[config.mk]
export PLATFORM = sky130hd
export DESIGN_NAME = serial_subtractor
export DESIGN_NICKNAME = d
export VERILOG_FILES = /design/src/rtl/serial_subtractor_pkg.sv /design/src/rtl/full_subtractor.sv /design/src/rtl/serial_subtractor.sv
export SDC_FILE = /design/constraint.sdc
export NUM_CORES = 1
export LEC_CHECK = 0
export CAP_MARGIN = 20
export CELL_PAD_IN_SITES_DETAIL_PLACEMENT = 1
export CELL_PAD_IN_SITES_GLOBAL_PLACEMENT = 2
export CORE_ASPECT_RATIO = 0.9
export CORE_MARGIN = 1
export CORE_UTILIZATION = 34
export CTS_CLUSTER_DIAMETER = 120
export DETAILED_ROUTE_END_ITERATION = 10
export HOLD_SLACK_MARGIN = 0.08
export PLACE_DENSITY = 0.82
export SETUP_SLACK_MARGIN = 0.05
export SYNTH_ARGS = -nofsm -noshare
export SYNTH_HDL_FRONTEND = slang
export SYNTH_SLANG_ARGS = --single-unit
export TNS_END_PERCENT = 1
[constraint.sdc]
create_clock -name clk -period 1.54 [get_ports clk]
set_input_delay 0.154 -clock clk [delete_from_list [all_inputs] [get_ports clk]]
set_output_delay 0.154 -clock clk [all_outputs]
set_load 0.005 [all_outputs]
[src/rtl/serial_subtractor_pkg.sv]
// Shared arithmetic definitions for the bit-serial subtractor: FSM state
// encoding and the bit-counter width helper.
package serial_subtractor_pkg;

  // Controller states; the encoding is shared with the sequencing logic.
  typedef enum logic [1:0] {
    IDLE  = 2'd0,
    SHIFT = 2'd1,
    FIN   = 2'd2
  } state_t;

  // The counter must be able to reach WIDTH itself, hence width+1.
  function automatic int cnt_width(input int width);
    return $clog2(width + 1);
  endfunction

endpackage

[src/rtl/full_subtractor.sv]
// One-bit subtractor cell: d = a - b - bin, with borrow-out.
module full_subtractor (
  input  logic a,
  input  logic b,
  input  logic bin,
  output logic d,
  output logic bout
);

  // Borrow is generated when a=0,b=1, or propagated when a==b.
  always_comb begin
    d    = a ^ b ^ bin;
    bout = (~a & b) | (~(a ^ b) & bin);
  end

endmodule

[src/rtl/serial_subtractor.sv]
// Bit-serial WIDTH-bit subtractor, d = a - b - bin, LSB first, one bit per
// clock. A single full_subtractor cell plus a borrow flop is iterated WIDTH
// times. Optional signed-overflow output is enabled by defining
// SERIAL_SUB_OVF_EN.
module serial_subtractor
  import serial_subtractor_pkg::*;
#(
  parameter int WIDTH = 8
) (
  input  logic             clk,
  input  logic             rst,
  input  logic             start,
  input  logic [WIDTH-1:0] a,
  input  logic [WIDTH-1:0] b,
  input  logic             bin,
  output logic             ready,
  output logic             busy,
  output logic             done,
  output logic [WIDTH-1:0] d,
  output logic             bout
`ifdef SERIAL_SUB_OVF_EN
  ,
  output logic             ovf
`endif
);

  localparam int              CNT_W    = cnt_width(WIDTH);
  localparam logic [CNT_W-1:0] CNT_LAST = CNT_W'(WIDTH - 1);

  state_t           r_state;
  state_t           w_state_next;
  logic [WIDTH-1:0] r_a;
  logic [WIDTH-1:0] r_b;
  logic [WIDTH-1:0] r_res;
  logic             r_br;
  logic [CNT_W-1:0] r_cnt;
  logic             r_ready;
  logic             r_busy;
  logic             r_done;
  logic [WIDTH-1:0] r_d;
  logic             r_bout;
  logic             w_diff;
  logic             w_bout;

`ifdef SERIAL_SUB_OVF_EN
  logic r_a_msb;
  logic r_b_msb;
  logic r_ovf;
  assign ovf = r_ovf;
`endif

  assign ready = r_ready;
  assign busy  = r_busy;
  assign done  = r_done;
  assign d     = r_d;
  assign bout  = r_bout;

  // The single arithmetic cell, fed from the operand LSBs and the borrow flop.
  full_subtractor u_cell (
    .a    (r_a[0]),
    .b    (r_b[0]),
    .bin  (r_br),
    .d    (w_diff),
    .bout (w_bout)
  );

  // State register.
  always_ff @(posedge clk or posedge rst) begin
    if (rst) begin
      r_state <= IDLE;
    end else begin
      r_state <= w_state_next;
    end
  end

  // Next-state logic: accept in IDLE, WIDTH shift cycles, one finish cycle.
  always_comb begin
    w_state_next = r_state;
    case (r_state)
      IDLE:    if (start) w_state_next = SHIFT;
      SHIFT:   if (r_cnt == CNT_LAST) w_state_next = FIN;
      FIN:     w_state_next = IDLE;
      default: w_state_next = IDLE;
    endcase
  end

  // Datapath and registered status outputs; d/bout only move in FIN.
  always_ff @(posedge clk or posedge rst) begin
    if (rst) begin
      r_a     <= '0;
      r_b     <= '0;
      r_res   <= '0;
      r_br    <= 1'b0;
      r_cnt   <= '0;
      r_ready <= 1'b1;
      r_busy  <= 1'b0;
      r_done  <= 1'b0;
      r_d     <= '0;
      r_bout  <= 1'b0;
    end else begin
      r_ready <= (w_state_next == IDLE);
      r_busy  <= (w_state_next == SHIFT);
      r_done  <= (r_state == FIN);
      case (r_state)
        IDLE: begin
          if (start) begin
            r_a   <= a;
            r_b   <= b;
            r_br  <= bin;
            r_cnt <= '0;
          end
        end
        SHIFT: begin
          r_a   <= r_a >> 1;
          r_b   <= r_b >> 1;
          // Written as shift-or so WIDTH=1 needs no special slice.
          r_res <= (r_res >> 1) | (WIDTH'(w_diff) << (WIDTH - 1));
          r_br  <= w_bout;
          r_cnt <= r_cnt + 1'b1;
        end
        FIN: begin
          r_d    <= r_res;
          r_bout <= r_br;
        end
        default: ;
      endcase
    end
  end

`ifdef SERIAL_SUB_OVF_EN
  // Capture operand sign bits at accept; evaluate overflow together with d.
  always_ff @(posedge clk or posedge rst) begin
    if (rst) begin
      r_a_msb <= 1'b0;
      r_b_msb <= 1'b0;
      r_ovf   <= 1'b0;
    end else begin
      if (r_state == IDLE && start) begin
        r_a_msb <= a[WIDTH-1];
        r_b_msb <= b[WIDTH-1];
      end
      if (r_state == FIN) begin
        r_ovf <= (r_a_msb ^ r_b_msb) & (r_a_msb ^ r_res[WIDTH-1]);
      end
    end
  end
`endif

endmodule
==> summary.md <==
The number of enable-type register cells in the synthesized netlist is 0. The tools report the number of routed nets with antenna violations as 0. The number of antenna violations at the first check in global routing was 0; the number of buffers inserted during clock tree synthesis was 5. Timing analysis after detailed placement gives a worst setup slack of 147 ps. Detailed routing inserted a total of 1226 vias. The clock tree synthesis step divided the H-tree into 2 levels.

The die covers 0.00557 mm2. Normalized max-slew margin: 82.6%. The run gives 0 as the number of endpoints failing setup at the final stage. The multi-input combinational cells in the finished layout cover a total of 624 um2. The mapped netlist covers 0.00179 mm2.

Aggregate routed wire length: 3.73 mm. Counting along the longest clock path gives a buffer depth of 2. 0 antenna diodes ended up in the layout. The largest stage delay on the critical path was 520 ps; the final standard cell count with taps included and fillers excluded was 243.

For the final count of pins violating max slew, the log shows 0. The number of flip-flops and latches in the synthesized netlist was 43; the total of hold buffers inserted after clock tree synthesis was 0. The floorplan step defined a core boundary enclosing 0.00495 mm2. Counting every net in the synthesized netlist gives 163. In the synthesized netlist, the number of instances is 141.

The pin slew with the least headroom to its limit came out at 260 ps. The signal on the critical path passes through clkdlybuf4s50_1. The worst hold path class is primary input to asynchronous set/reset pin.

The via count of the first global-routing pass came out at 1340. During synthesis, Yosys emitted a total of 0 warnings. For this run, the register share of the synthesized area comes to 60.0%. At the worst endpoint, the required time is 1390 ps. The sort of element at the start of the critical path was a flop.

After detailed routing, the number of remaining DRC violations is 0. The die width is 78.6 um. Sorting the synthesized cells by area gives the leading types as dfrtp_1, mux2_2, a22oi_1, o21ai_0, nand2_1. Global placement routability congestion: 0.767. The cell with the biggest individual delay on the critical path was dfstp_2. Once placement completed, the tool counted placed cells totaling 236.

The worst register-to-register path begins at r_state[0]. The number of gates given a new drive strength after cts was 0. The critical path in this run is classified as flop to output pin. The HPWL after detailed placement is 2.69 mm. In this run the post-CTS setup repair buffer count came out at 0. The final hold violation count was 0; the count of port buffers added during placement was 31.

Summed over all cells, the static leakage comes to 0.990 nW. Setup repair after global routing left no endpoint under its margin. Global routing finished with a remaining overflow of 0. For the number of placement rows, the log shows 24. The number of clock sinks was 43. The endpoint type of the worst setup path is an output pin. Clock-pin slew was measured on the worst setup and hold paths at 70 ps. In the final routed layout, each cell accounts on average for 15.4 um. The share of flip-flops with an asynchronous set or reset was 100%.

VDD sags by at most 506 uV. The kind of cell adding the most delay to the critical path was flip-flops. The share of the clock period used by the worst path after layout is 94.4%. The dominant cell type by area after synthesis was dfrtp_1. The post-synthesis area per instance works out to 12.7 um2.

The arrival time of the worst setup path is 1300 ps, and the final worst-path setup slack is 86.3 ps. The maximum number of pins on one net before global-route repair was 44. Using the TritonRoute via totals, the vias-per-cell ratio works out to 5.05. Across the run, the number of max-cap violations was 0. Sorting the synthesized cells by how often they occur yields dfrtp_1, mux2_2, nand2_1, a22oi_1, o21ai_0. After routing, the total negative slack on setup checks comes to 0 ps. CTS root buffer: clkbuf_8. For this run, the total global-route usage over all layers was measured as 15.0%. The buffer and inverter count on the worst path was 1; the setup clock skew after layout was 9.19 ps. The vertical extent of the die works out to 70.9 um. For this design the ratio of total power to cell area is 1720 mW/mm2. The pre-antenna-repair detailed-routing pass consisted of 4 iterations. The detailed router's first-iteration violation count was 78. Pin placement for this block handled 32 I/O pins. Among all cell types in the netlist, the one instantiated most often is dfrtp_1. Static timing analysis puts the maximum clock frequency at 0.688 GHz. The run finished with clean final reports.

The maximum fanout count along the critical path was 1; the clock insertion delay at the later pin of the skew report was 290 ps. The worst register-to-register path ends at r_b[6]. The proportion of layout cells with a drive suffix above 1 came out at 19.7%. The total power after layout was 3.98 mW; the share of the synthesized area in the top cell type was 58.6%.

The filler cells instantiated in the layout total 539. The tools report the global-route wire length before repair as 6.44 mm. Setup slack on the worst reg-to-reg path comes out at 260 ps. For this configuration, the core starts out at a cell density of 36.2%.

The clock period could shrink to 1450 ps. For the count of different cell masters after synthesis, the log shows 27. TritonCTS built the clock tree.

Among all flip-flop cells after synthesis, the most frequent one is dfrtp_1. The final layout contains 200 nets. The signed area change from the synthesized netlist to the final layout is 28.9%. Measured in cells, the most critical reg-to-reg path has a length of 5. The area taken by flip-flops and latches is 0.00108 mm2.
-- placed cells by master, fill, tap and decap left out, drive strengths merged --
cell / count
nor2b: 6
o22ai: 1
nand2: 16
dfstp: 1
clkdlybuf4s50: 31
ha: 1
clkbuf: 6
a21oi: 1
buf: 9
o21bai: 1
a22oi: 14
a41oi: 1
o21ai: 16
a22o: 3
bufinv: 1
nor3b: 1
nor2: 2
inv: 3
nand3: 1
mux2: 17
dfrtp: 42
nand4b: 1
mux2i: 1
a31oi: 1
fa: 1
-- worst max path at each step --
stage / from / to / slack, ps / cells past startpoint
after floorplan: r_state[1] / bout / 350 / 4
after global placement: start / r_b[7] / 210 / 4
after detailed placement: start / r_b[6] / 150 / 5
after CTS: ready / ready / 70 / 1
after global routing: ready / ready / 60 / 1
final: ready / ready / 90 / 1
-- sequential cells by signal, summed over array words and instances (netlist names) --
name	flops
r_br	1
bout	1
r_b	8
r_cnt	4
r_a	8
r_res	8
busy	1
r_state	2
ready	1
done	1
d	8
-- cell type report --
cell class,count,share of cell area (%)
Clock buffer,6,3.14
Clock inverter,1,1.30
Timing Repair Buffer,40,18.0
Sequential cell,43,46.6
Multi-Input combinational cell,85,27.0
Tap cell,65,3.52
Inverter,3,0.487
-- power breakdown --
part	leakage (nW)	switching [mW]	internal (mW)	total, mW
Clock	0.0513	0.363	0.475	0.838
Sequential	0.548	0.295	1.58	1.87
Combinational	0.391	0.517	0.755	1.27
-- logic make-up (layout without fill, tap and decap cells) --
group | after synthesis | after routing | synth area share, %
flops | 43 | 43 | 60.0
compound gates | 38 | 38 | 14.3
simple gates | 27 | 27 | 7.46
mux | 18 | 18 | 11.2
buf+inv | 13 | 50 | 5.16
fa+ha+maj | 2 | 2 | 1.81
-- metal layers --
layer / up-vias / wire, um / global-route usage [%]
li1: 568 / - / -
met1: 621 / 1660 / 18.5
met2: 33 / 1870 / 25.8
met3: 4 / 149 / 2.71
met4: 0 / 51 / 6.17
met5: - / 0 / 0
-- per-stage QoR --
stage | utilization (%) | hold slack [ps] | cell area, um2
2_1_floorplan | - | 287 | 1790
3_3_place_gp | 44.6 | 464 | 2210
3_5_place_dp | 44.6 | 478 | 2210
4_1_cts | 46.7 | 250 | 2310
5_1_grt | 46.7 | 259 | 2310
6_report | 46.7 | 230 | 2310
Note: power is estimated with default switching activity, not from simulation.
